## src/rtl/iecdrv_mem_arb.sv

```systemverilog
// Two-requester arbiter for a single registered-address/registered-data RAM port.
// Requester A has priority. B is forced after STARVE_LIM back-to-back A grants made while B is waiting.
module iecdrv_mem_arb #(
    parameter int DATAWIDTH  = 8,
    parameter int ADDRWIDTH  = 11,
    parameter int MEM_LAT    = 2,
    parameter int STARVE_LIM = 4
) (
    input  logic                 clk,
    input  logic                 reset_n,
    input  logic                 a_req,
    input  logic                 a_we,
    input  logic [ADDRWIDTH-1:0] a_addr,
    input  logic [DATAWIDTH-1:0] a_wdata,
    output logic                 a_ack,
    output logic [DATAWIDTH-1:0] a_rdata,
    input  logic                 b_req,
    input  logic                 b_we,
    input  logic [ADDRWIDTH-1:0] b_addr,
    input  logic [DATAWIDTH-1:0] b_wdata,
    output logic                 b_ack,
    output logic [DATAWIDTH-1:0] b_rdata,
    output logic [ADDRWIDTH-1:0] mem_addr,
    output logic [DATAWIDTH-1:0] mem_data,
    output logic                 mem_wren,
    input  logic [DATAWIDTH-1:0] mem_q,
    output logic                 busy,
    output logic                 owner
);

    localparam int LAT_W    = $clog2(MEM_LAT + 1);
    localparam int STARVE_W = $clog2(STARVE_LIM + 1);
    localparam logic [LAT_W-1:0]    LAT_LAST   = LAT_W'(MEM_LAT);
    localparam logic [STARVE_W-1:0] STARVE_MAX = STARVE_W'(STARVE_LIM);

    typedef enum logic [1:0] {IDLE, WAIT, RESP} state_t;

    state_t                state_reg, state_next;
    logic [LAT_W-1:0]      lat_cnt_reg, lat_cnt_next;
    logic [STARVE_W-1:0]   starve_cnt_reg, starve_cnt_next;
    logic                  we_reg, we_next;
    logic                  owner_reg, owner_next;
    logic                  busy_reg, busy_next;
    logic                  a_ack_reg, a_ack_next;
    logic                  b_ack_reg, b_ack_next;
    logic [DATAWIDTH-1:0]  a_rdata_reg, a_rdata_next;
    logic [DATAWIDTH-1:0]  b_rdata_reg, b_rdata_next;
    logic [ADDRWIDTH-1:0]  mem_addr_reg, mem_addr_next;
    logic [DATAWIDTH-1:0]  mem_data_reg, mem_data_next;
    logic                  mem_wren_reg, mem_wren_next;
    logic                  grant_b;

    always_ff @(posedge clk or negedge reset_n) begin
        if (!reset_n) begin
            state_reg      <= IDLE;
            lat_cnt_reg    <= '0;
            starve_cnt_reg <= '0;
            we_reg         <= 1'b0;
            owner_reg      <= 1'b0;
            busy_reg       <= 1'b0;
            a_ack_reg      <= 1'b0;
            b_ack_reg      <= 1'b0;
            a_rdata_reg    <= '0;
            b_rdata_reg    <= '0;
            mem_addr_reg   <= '0;
            mem_data_reg   <= '0;
            mem_wren_reg   <= 1'b0;
        end else begin
            state_reg      <= state_next;
            lat_cnt_reg    <= lat_cnt_next;
            starve_cnt_reg <= starve_cnt_next;
            we_reg         <= we_next;
            owner_reg      <= owner_next;
            busy_reg       <= busy_next;
            a_ack_reg      <= a_ack_next;
            b_ack_reg      <= b_ack_next;
            a_rdata_reg    <= a_rdata_next;
            b_rdata_reg    <= b_rdata_next;
            mem_addr_reg   <= mem_addr_next;
            mem_data_reg   <= mem_data_next;
            mem_wren_reg   <= mem_wren_next;
        end
    end

    always_comb begin
        state_next      = state_reg;
        lat_cnt_next    = lat_cnt_reg;
        starve_cnt_next = starve_cnt_reg;
        we_next         = we_reg;
        owner_next      = owner_reg;
        busy_next       = busy_reg;
        a_ack_next      = a_ack_reg;
        b_ack_next      = b_ack_reg;
        a_rdata_next    = a_rdata_reg;
        b_rdata_next    = b_rdata_reg;
        mem_addr_next   = mem_addr_reg;
        mem_data_next   = mem_data_reg;
        mem_wren_next   = mem_wren_reg;
        grant_b         = b_req && (!a_req || starve_cnt_reg == STARVE_MAX);

        case (state_reg)
            IDLE: begin
                if (a_req || b_req) begin
                    mem_addr_next = grant_b ? b_addr  : a_addr;
                    mem_data_next = grant_b ? b_wdata : a_wdata;
                    mem_wren_next = grant_b ? b_we    : a_we;
                    we_next       = grant_b ? b_we    : a_we;
                    owner_next    = grant_b;
                    busy_next     = 1'b1;
                    lat_cnt_next  = '0;
                    state_next    = WAIT;
                    // Count only A wins that made a waiting B lose; saturate at the limit.
                    if (grant_b || !b_req)
                        starve_cnt_next = '0;
                    else if (starve_cnt_reg != STARVE_MAX)
                        starve_cnt_next = starve_cnt_reg + STARVE_W'(1);
                end
            end
            WAIT: begin
                mem_wren_next = 1'b0;
                if (lat_cnt_reg == LAT_LAST) begin
                    if (owner_reg) begin
                        b_ack_next = 1'b1;
                        if (!we_reg)
                            b_rdata_next = mem_q;
                    end else begin
                        a_ack_next = 1'b1;
                        if (!we_reg)
                            a_rdata_next = mem_q;
                    end
                    state_next = RESP;
                end else begin
                    lat_cnt_next = lat_cnt_reg + LAT_W'(1);
                end
            end
            RESP: begin
                a_ack_next = 1'b0;
                b_ack_next = 1'b0;
                busy_next  = 1'b0;
                state_next = IDLE;
            end
            default: state_next = IDLE;
        endcase
    end

    assign a_ack    = a_ack_reg;
    assign b_ack    = b_ack_reg;
    assign a_rdata  = a_rdata_reg;
    assign b_rdata  = b_rdata_reg;
    assign mem_addr = mem_addr_reg;
    assign mem_data = mem_data_reg;
    assign mem_wren = mem_wren_reg;
    assign busy     = busy_reg;
    assign owner    = owner_reg;

endmodule
```

## config.mk

```make
export PLATFORM = sky130hd
export DESIGN_NAME = iecdrv_mem_arb
export DESIGN_NICKNAME = d
export VERILOG_FILES = /design/src/rtl/iecdrv_mem_arb.sv
export SDC_FILE = /design/constraint.sdc
export NUM_CORES = 1
export LEC_CHECK = 0
export ABC_AREA = 1
export CAP_MARGIN = 0
export CORE_ASPECT_RATIO = 0.7
export CORE_MARGIN = 5
export CORE_UTILIZATION = 39
export CTS_CLUSTER_DIAMETER = 100
export DETAILED_ROUTE_END_ITERATION = 8
export PLACE_DENSITY = 0.75
export SLEW_MARGIN = 10
export SYNTH_ARGS = -nofsm -noshare
export SYNTH_HDL_FRONTEND = slang
export SYNTH_SLANG_ARGS = --single-unit
```

## constraint.sdc

```tcl
create_clock -name clk -period 1.1 [get_ports clk]
set_input_delay 0.11 -clock clk [delete_from_list [all_inputs] [get_ports clk]]
set_output_delay 0.11 -clock clk [all_outputs]
set_load 0.01 [all_outputs]
```

---- Yosys cells after proc, flatten, opt, wreduce, memory -nomap -nowiden ----
Cells that the tools add are included.
storage, ports and cells
  register bits after elaboration ......... 48
  word-level logic and storage cells ...... 69
operators by class
  $add $sub $neg .......................... 2
  equality and inequality tests ........... 10
  muxes and demuxes ....................... 21
  bitwise operators ....................... 2
  reduce and logical (&&, ||, !) cells .... 21
operator list
  cell                 count
  $reduce_and 3->1     4
  $mux 11              1
  $ne 2x2->1 const B   5
  $mux 2               4
  $mux 8               1
  $pmux 1 s2           4
  $pmux 2 s2           2
  $reduce_and 2->1     4
  $reduce_and 4->1     2
  $reduce_bool 2->1    4
  $mux 1               7
  $mux 3               2
  $eq 2x2->1 const B   2
  $add 3x1->3 const B  1
  $eq 3x3->1 const B   1
  $logic_or 1x1->1     3
  $ne 3x3->1 const B   1
  $add 2x1->2 const B  1
  $eq 2x1->1 const B   1
  $logic_not 1->1      2
  $logic_not 2->1      1
  $not 1->1            2
  $logic_and 1x1->1    1

---- Logic depth before layout (Yosys ltp) ----
Gate-level depths: netlist of the first run.
  depth in word-level cells ............... 6
  gate-level depth with buffers ........... 9
  mapped depth without buffers ............ 8

---- Least setup slack after synthesis of the first run ----
OpenSTA, ideal clock, no wires.
  path type ............................... register -> register
  start ................................... reg lat_cnt_reg[0]
  end ..................................... reg a_rdata_reg[0] (netlist: a_rdata[0])
  setup time .............................. 117 ps
  arrival ................................. 1124 ps
  required time ........................... 983 ps
  setup slack ............................. -140 ps
  cell stages (with the launch flop) ...... 8
  cells stage by stage .................... dfrtp_1 -> inv_1 -> ha_1 -> inv_1 -> nor2_4 -> nand2_2 -> nand2_1 -> nand2_1
between the ends
  cells in the longest elaborated chain, start to end .. 2
RTL lines
  what                        RTL line  RTL
  from (decl)                 39        logic [LAT_W-1:0] lat_cnt_reg, lat_cnt_next;
  from (signal assigned)      70        lat_cnt_reg <= lat_cnt_next;
  $eq 2x2->1                  121       if (lat_cnt_reg == LAT_LAST) begin
  $reduce_and 4->1 (no line)  n/a
  to (signal assigned)        77        a_rdata_reg <= a_rdata_next;
  to (decl)                   46        logic [DATAWIDTH-1:0] a_rdata_reg, a_rdata_next;
Every way passes these cells.
A chain may end at the register's enable or synchronous reset.

---- Worst setup path after layout of the first run ----
  start ................................... reg starve_cnt_reg[1]
  end ..................................... reg mem_addr_reg[10] (netlist: mem_addr[10])
between the ends
  cells in the longest elaborated chain, start to end .. 4
RTL lines
  what                    RTL line  RTL
  from (decl)             40        logic [STARVE_W-1:0] starve_cnt_reg, starve_cnt_next;
  from (signal assigned)  71        starve_cnt_reg <= starve_cnt_next;
  $eq 3x3->1              99        grant_b = b_req && (!a_req || starve_cnt_reg == STARVE_MAX);
  $logic_or 1x1->1        99
  $logic_and 1x1->1       99
  $mux 11                 104       mem_addr_next = grant_b ? b_addr : a_addr;
  to (signal assigned)    79        mem_addr_reg <= mem_addr_next;
  to (decl)               48        logic [ADDRWIDTH-1:0] mem_addr_reg, mem_addr_next;
Every way passes these cells.

==> results.cfg, run 1 <==
[layout]
seq_area_um2 = 1200
nets = 487
antenna_cells = 0
syn_to_final_growth_pct = 75.1
largest_register_ff_count = 11
drive_above_1_share_pct = 36.3
multi_input_area_um2 = 1270
n_fill_cell = 414
final_common_cell = nand2_1
final_cell_mix = nand2_1, clkdlybuf4s50_1, dfrtp_1, inv_1, nand2_2

[cts]
htreeDepth = 2
cts_tree = built
insertion_delay_ps = 310
cts_inserted_buffers = 5
clkSlewWorstSetupHoldPaths_ps = 90
clk_path_buf_depth = 2
clock-sinks = 48
root_buffer = clkbuf_8

[floorplan]
dieArea_um2 = 7780
core_area_um2 = 5810
start_util_pct = 40.9
die_x_um = 103
die_height_um = 75.3
io_pins = 92
row_count = 23

[power_and_ir_drop]
p_per_area_nw_per_um2 = 2280
peakVddDrop_uv = 930
p_leak_nw = 2.07

[synthesis]
ys_warn_count = 0
syn_area_um2 = 2380
yosysTopAreaCellShare_pct = 50.5
ys_seq_elements = 48
avgSynthCellArea_um2 = 7.85
syn_nets = 358
ys_types = 20
ys.flop_type = dfrtp_1
synth_edf_count = 0
syn-instance-count = 303
synth_seq_area_share_pct = 50.5
synthArstFlopShare_pct = 100
synth_top_area_cell = dfrtp_1
synth_area_leaders = dfrtp_1, nand2_1, nand3_1, inv_1, buf_6

[setup_path]
ff2ff_setup_slack_ps = -200
path_cells = inv_2, ha_4, nand2_4, nand2_8, buf_6, nand3_1, nand3_2, nand2_1
cp_data_arrival_time_ps = 1500
cp.required_ps = 1300
reg2reg_to = mem_addr[10]
crit_start = starve_cnt_reg[1]
end_kind = register
r2r_cells = 8
crit_fanout = 7
critical_path_class = reg -> reg
slowest_stage = dfrtp_1
crit-reg2reg-launch = starve_cnt_reg[1]
cp-start-kind = register
cp_slowest_stage_delay_ps = 410

[grt]
grt_pass1_vias = 2532
grt.overflow.total = 0
antenna_found_initial = 0
grt_pass1_wl_um = 11700
grt_usage_pct = 19.5
grt_max_degree = 49

[outcome]
outcome = complete, but fails checks
violations = negative setup slack

[route]
drtIter0Drc = 91
vias = 2416
vias_per_cell = 4.76
postRouteAntennaNets = 0
dr.pass1.iters = 4
finalWirelength_um = 7530
drc = 0
wl_per_cell_um = 14.8

[place]
hpwl_um = 4970
gp_congestion = 0.872
numPortBuffers = 91
post-place-ws_ps = -273

[timing]
drv_slew = 0
holdWs_ps = 306
tightest_slew_ps = 364
period_needed_ps = 1300
setup_viol = 43
rsz0062_at_grt = true
setup_ws_ps = -200
post-route-period-util_pct = 118
final.setup_skew_ps = 11.0
max_freq_ghz = 0.769
finalHoldViolCount = 0
relSlewSlack_pct = 75.7
fin_setup_tns_ps = -6320

[run]
drv_cap = 0

[worst_hold_path]
hp-class = in -> async
-- critical path: cells and delay by family, from the launching register on --
family	cells	cell delay (ps)
adders and majority gates	1	140
buffers and inverters	2	240
and+or+nand+nor	5	420
DFF	1	410
-- cell usage after synthesis (2+ instances only) --
master    instances
buf_2             6
buf_6             5
clkbuf_1          2
dfrtp_1          48
ha_1              3
inv_1            47
inv_2             2
nand2_1         105
nand2_2           2
nand3_1          54
nor2_1            4
nor2_4            2
o21ai_0          10
o21ai_1           7
-- power breakdown --
group          internal (W)  switching (W)
combinational       0.00243        0.00259
clock              0.000686       0.000645
sequential          0.00260       0.000534
-- logic make-up (layout without fill, tap and decap cells) --
kind of cell	after synthesis	after routing	synth area share, %
compound gates	18	18	3.95
simple gates	171	172	31.9
flops	48	48	50.5
buf+inv	62	191	11.7
fa+ha+maj	3	3	1.58
xor+xnor	1	1	0.368
-- layer usage --
layer / share of wire, % / up-vias / global-route usage [%]
met5: 0 / - / 0
met4: 1.3 / 0 / 6.75
met3: 7.7 / 9 / 5.95
met2: 50 / 84 / 32.7
met1: 41 / 1138 / 24.4
li1: - / 1185 / -
-- per-stage QoR --
step	power [W]	area, um2	cells	util (%)
3_5_place_dp	0.00761	3560	485	61.3
3_3_place_gp	0.00752	3560	485	61.3
6_report	0.00949	4160	508	71.6
4_1_cts	0.00907	3990	502	68.7
2_1_floorplan	0.00514	2440	303	-
5_1_grt	0.0101	4160	508	71.6
-- worst max-delay path by stage --
stage / endpoint / slack [ps]
3_3_place_gp: mem_addr[8] / -220
6_report: mem_addr[10] / -200
5_1_grt: we_reg / -260
2_1_floorplan: a_rdata[0] / -60
3_5_place_dp: mem_data[2] / -270
4_1_cts: mem_data[2] / -200
-- layout make-up --
type | instances | area share, %
multi-input combinational | 194 | 30.6
clock buffer | 5 | 1.65
clock inverter | 3 | 1.11
tap | 75 | 2.25
timing repair buffer | 134 | 30.9
sequential | 48 | 28.9
inverter | 49 | 4.54
-- what timing repair did --
item	CTS	global route
pin swaps	17	19
endpoints found under the hold margin	48	0
gates cloned	1	1
setup buffers	7	6
setup endpoints to repair	83	63
resized for setup	130	67
hold buffers	1	0
(Power assumes the default switching activity.)
==> run 2: changes to the inputs <==
Settings changed: CORE_MARGIN 5 to 3.
==> run 2 against run 1 <==
Net effect: the flow still finishes with violations (negative setup slack); sequential share of layout area is 0.47 points lower; clock power shrank 19%; clock-buffer cell count increased by 3; critical path depth rose by 1; flip-flop and latch count did not move; critical path type unchanged; largest cell class unchanged; largest power group unchanged.
==> results.cfg, run 2 (synthesis results as in run 1) <==
[cts]
clock-sinks = 48
insertion_delay_ps = 300
cts_tree = built
clk_path_buf_depth = 2
clkSlewWorstSetupHoldPaths_ps = 80
htreeDepth = 2
root_buffer = clkbuf_8
cts_inserted_buffers = 5

[route]
dr.pass1.iters = 4
finalWirelength_um = 7330
wl_per_cell_um = 14.2
vias = 2466
drc = 0
vias_per_cell = 4.78
drtIter0Drc = 115
postRouteAntennaNets = 0

[grt]
grt.overflow.total = 0
grt_pass1_vias = 2477
grt_pass1_wl_um = 11300
antenna_found_initial = 0
grt_usage_pct = 19.8
grt_max_degree = 49

[power_and_ir_drop]
seqPwrFrac_pct = 32.2
comb_power_share_pct = 56.7
p_sw_w = 0.00391
p_total_w = 0.00980
p_leak_nw = 2.10
p_per_area_nw_per_um2 = 2320
clock_power_share_pct = 11.1
power.internal_w = 0.00589
peakVddDrop_uv = 883
power.share.switching_pct = 39.9

[layout]
final_common_cell = nand2_1
syn_to_final_growth_pct = 77.9
nets = 495
final_area_um2 = 4230
multi_input_area_um2 = 1260
n_fill_cell = 429
final_cell_mix = nand2_1, clkdlybuf4s50_1, dfrtp_1, inv_1, nand3_1
seq_area_um2 = 1200
largest_register_ff_count = 11
drive_above_1_share_pct = 31.5
antenna_cells = 0

[setup_path]
cp_slowest_stage_delay_ps = 380
cp_data_arrival_time_ps = 1500
crit_buf_inv = 2
slowest_stage = dfrtp_1
reg2reg_to = mem_data[4]
cp-start-kind = register
crit_fanout = 8
cp.required_ps = 1290
r2r_cells = 9
cp_top_family = simple AND/OR/NAND/NOR gates
crit-reg2reg-launch = starve_cnt_reg[0]
path_cells = inv_2, ha_4, nand2_4, nand2_8, nand2_8, clkbuf_16, nand2_1, nand3_1, nand2_1
ff2ff_setup_slack_ps = -210
critical_path_class = reg -> reg
end_kind = register

[timing]
finalHoldViolCount = 0
period_needed_ps = 1310
holdWs_ps = 319
setup_viol = 41
drv_slew = 0
relSlewSlack_pct = 77.7
max_freq_ghz = 0.764
rsz0062_at_grt = true
tightest_slew_ps = 334
setup_ws_ps = -210
fin_setup_tns_ps = -5800
post-route-period-util_pct = 119
final.setup_skew_ps = 6.97

[place]
hpwl_um = 4750
gp_congestion = 0.811
numPortBuffers = 91
placed_area_um2 = 3550

[floorplan]
die_x_um = 99.3
core_area_um2 = 5810
dieArea_um2 = 7080
start_util_pct = 40.9
row_count = 23
io_pins = 92
die_height_um = 71.3

[run]
drv_cap = 0

[worst_hold_path]
hp-class = in -> async

[outcome]
violations = negative setup slack
outcome = complete, but fails checks
[run 2: how the worst max path moves through the flow]
stage | slack [ps] | depth (start not counted) | endpoint | from
finish | -210 | 9 | mem_data[4] | starve_cnt_reg[0]
global route | -260 | 9 | mem_addr[8] | starve_cnt_reg[0]
CTS | -210 | 9 | mem_addr[0] | starve_cnt_reg[0]
detailed placement | -440 | 5 | starve_cnt_reg[0] | a_req
global placement | -390 | 5 | mem_addr[1] | a_req
floorplan | -60 | 7 | a_rdata[0] | lat_cnt_reg[0]
[run 2: per-layer routing]
metal  share of wire, %  wire, um  global-route usage, %  vias up
li1                   -         -                      -     1214
met1                 41      3040                   24.7     1151
met2                 50      3660                   34.4       87
met3                6.9       508                   5.25       14
met4                1.6       119                   5.30        0
met5                  0         0                      0        -
[run 2: cell type report]
cell class,count,area share [%]
sequential,48,28.5
clock buffer,8,2.13
timing repair buffer,141,32.7
inverter,49,4.70
tap,75,2.22
multi-input combinational,195,29.8
[run 2: stage by stage]
| step | util, % | instances | worst slack (ps) |
|---|---|---|---|
| after detailed placement | 61.1 | 482 | -436 |
| after global routing | 72.8 | 516 | -256 |
| after global placement | 61.1 | 482 | -386 |
| after CTS | 67.3 | 503 | -209 |
| after floorplan | - | 303 | -62.9 |
| final | 72.8 | 516 | -210 |
[run 2: power groups by stage]
stage	logic, W	clock network (W)	registers, W
floorplan	0.00173	0	0.00340
global placement	0.00433	0	0.00310
detailed placement	0.00446	0	0.00311
CTS	0.00477	0.00111	0.00311
global route	0.00600	0.00117	0.00325
finish	0.00556	0.00108	0.00316
[run 2: worst reg2reg max path, cell delays in order (launching register included)]
cell and delay [ps]:
dfrtp_1 380, inv_2 70, ha_4 160, nand2_4 80, nand2_8 80, nand2_8 110
clkbuf_16 160, nand2_1 60, nand3_1 60, nand2_1 50
[run 2: repair_timing]
item,in CTS,in global routing
setup buffers,10,13
hold endpoints to repair,48,0
pin swaps,17,16
hold buffers,1,0
cloned,2,1
resized for setup,101,75
endpoints found under the setup margin,85,69
==> run 3: changes to the inputs <==
Settings changed: ABC_AREA 1 to unset, PLACE_DENSITY 0.75 to 0.77.
==> run 3 against run 2 <==
Net effect: highest routed layer unchanged; clock skew decreased by 1.9 ps; setup slack lost 320 ps; critical endpoint is now b_rdata[5]; utilization rose by 6.3 points; the run still ends with negative setup slack left.
==> results.cfg, run 3 <==
[grt]
grt.overflow.total = 0
grt_usage_pct = 22.0
grt_pass1_vias = 2351
grt_max_degree = 49
grt_pass1_wl_um = 12000
antenna_found_initial = 0

[route]
postRouteAntennaNets = 0
drc = 0
wl_per_cell_um = 18.9
vias_per_cell = 5.54
finalWirelength_um = 8270
dr.pass1.iters = 4
vias = 2419
drtIter0Drc = 145

[synthesis]
synth_commonest_cells = dfrtp_1, o21ai_0, nand3_1, nand4_1, o211ai_1
syn_area_um2 = 2250
synth_area_leaders = dfrtp_1, o211ai_1, o21ai_0, mux2_4, nand4_1
yosysTopAreaCellShare_pct = 53.3
syn_nets = 262
synth_seq_area_share_pct = 53.3
synth_top_area_cell = dfrtp_1
synthArstFlopShare_pct = 100
synth_edf_count = 0
avgSynthCellArea_um2 = 10.9
synthMostInstantiatedCell = dfrtp_1
ys.flop_type = dfrtp_1
syn-instance-count = 207
ys_types = 31
ys_warn_count = 0
ys_seq_elements = 48

[timing]
finalHoldViolCount = 0
setup_viol = 48
tightest_slew_ps = 601
setup_ws_ps = -532
final.setup_skew_ps = 5.02
post-route-period-util_pct = 148
relSlewSlack_pct = 59.8
drv_slew = 0
period_needed_ps = 1630
holdWs_ps = 306
rsz0062_at_grt = true
max_freq_ghz = 0.613

[floorplan]
start_util_pct = 41.7
dieArea_um2 = 6740
row_count = 22
io_pins = 92
core_area_um2 = 5400
die_x_um = 96.8
die_height_um = 69.6

[cts]
clock-sinks = 48
root_buffer = clkbuf_8
clkSlewWorstSetupHoldPaths_ps = 100
cts_tree = built
cts_inserted_buffers = 5
clk_path_buf_depth = 2
htreeDepth = 2
insertion_delay_ps = 310

[power_and_ir_drop]
p_per_area_nw_per_um2 = 2760
p_leak_nw = 1.85
peakVddDrop_uv = 1210

[setup_path]
cp_top_family = simple AND/OR/NAND/NOR gates
crit_fanout = 8
path_cells = inv_1, ha_2, nand3b_1, or3_1, buf_6, mux2_4
cp.required_ps = 1300
cp-start-kind = register
cp_data_arrival_time_ps = 1840
critical_path_class = reg -> reg
slowest_stage = dfrtp_1
cp_slowest_stage_delay_ps = 400
crit_buf_inv = 2
end_kind = register

[place]
dpl.cell_count = 378
placed_area_um2 = 3450
numPortBuffers = 91
hpwl_um = 4460
gp_congestion = 0.777

[layout]
final_area_um2 = 4270
final_common_cell = buf_4
antenna_cells = 0
final_cells = 437
n_fill_cell = 315
syn_to_final_growth_pct = 89.5
drive_above_1_share_pct = 42.2
largest_register_ff_count = 11
final_cell_mix = buf_4, clkdlybuf4s50_1, dfrtp_1, clkdlybuf4s15_1, nand3_1
nets = 419

[run]
drv_cap = 0

[outcome]
violations = negative setup slack
outcome = complete, but fails checks

[worst_hold_path]
hp-class = in -> async
-- run 3: changes by cell type after synthesis, sizes merged, moves of 16 or more --
| cell | before | now |
|---|---|---|
| inv | 49 | 9 |
| mux2 | 0 | 16 |
| nand2 | 108 | 2 |
| nand3 | 54 | 22 |
| nand4 | 0 | 19 |
| o211ai | 0 | 19 |
-- run 3: cell type report --
| class | instances | area (um2) | area share, % |
|---|---|---|---|
| clock inverters | 3 | 26.3 | 0.616 |
| inverters | 9 | 33.8 | 0.792 |
| well taps | 72 | 90.1 | 2.11 |
| repair buffers | 167 | 1630 | 38.3 |
| flip-flops and latches | 48 | 1200 | 28.1 |
| multi-input cells | 133 | 1210 | 28.4 |
| clock buffers | 5 | 68.8 | 1.61 |
-- run 3: power by group --
| part | leakage (nW) | internal [W] | switching (W) |
|---|---|---|---|
| clock network | 0.0491 | 0.000469 | 0.000675 |
| logic | 1.22 | 0.00434 | 0.00318 |
| registers | 0.579 | 0.00261 | 0.000513 |
| total | 1.85 | 0.00742 | 0.00437 |
-- run 3: repair_timing --
action	CTS	global route
gates cloned	3	3
endpoints found under the setup margin	85	79
resized for setup	131	48
hold buffers	1	0
pin swaps	32	14
endpoints found under the hold margin	48	0
setup buffers	31	14
-- run 3: worst paths after layout --
| path | from | to | slack [ps] | cells after the start |
|---|---|---|---|---|
| setup / recovery | lat_cnt_reg[0] | b_rdata[5] | -530 | 6 |
| setup reg to reg | lat_cnt_reg[0] | b_rdata[5] | -530 | 6 |
| hold reg to reg | a_rdata[4] | a_rdata[4] | 530 | 1 |
| min in group clk | a_wdata[3] | mem_data[3] | 390 | 3 |
| hold / removal | reset_n | b_rdata[4] | 310 | 3 |
| max in group asynchronous | reset_n | lat_cnt_reg[0] | 570 | 3 |
-- run 3: cells by family (layout without fill, tap and decap cells) --
| family | after synthesis | count (layout) | share of synthesized area (%) |
|---|---|---|---|
| mux | 17 | 17 | 9.78 |
| buf+inv | 27 | 184 | 5.00 |
| simple gates | 55 | 56 | 13.9 |
| fa+ha+maj | 3 | 3 | 1.67 |
| compound gates | 57 | 57 | 16.3 |
| flops | 48 | 48 | 53.3 |
-- run 3: worst register-to-register path: cells and delay by family, from the launching register on --
| kind | cells | cell delay, ps |
|---|---|---|
| adders and majority gates | 1 | 180 |
| buffers and inverters | 2 | 220 |
| DFF | 1 | 400 |
| muxes | 1 | 300 |
| and+or+nand+nor | 2 | 430 |
-- run 3: per-stage QoR --
| stage | worst slack, ps | TNS, ps | power (W) | util [%] |
|---|---|---|---|---|
| after CTS | -492 | -13810 | 0.0105 | 74.4 |
| after global routing | -593 | -18450 | 0.0124 | 79.1 |
| after global placement | -470 | -16680 | 0.00791 | 64.0 |
| after detailed placement | -507 | -18260 | 0.00804 | 64.0 |
| after floorplan | -504 | -13290 | 0.00538 | - |
| final | -532 | -16180 | 0.0118 | 79.1 |
-- run 3: routing by layer --
| layer | GRT usage, % | wire length, um | up-vias |
|---|---|---|---|
| li1 | - | - | 1107 |
| met1 | 31.5 | 3440 | 1181 |
| met2 | 33.0 | 4020 | 126 |
| met3 | 6.63 | 731 | 5 |
| met4 | 4.67 | 66 | 0 |
| met5 | 0 | 0 | - |
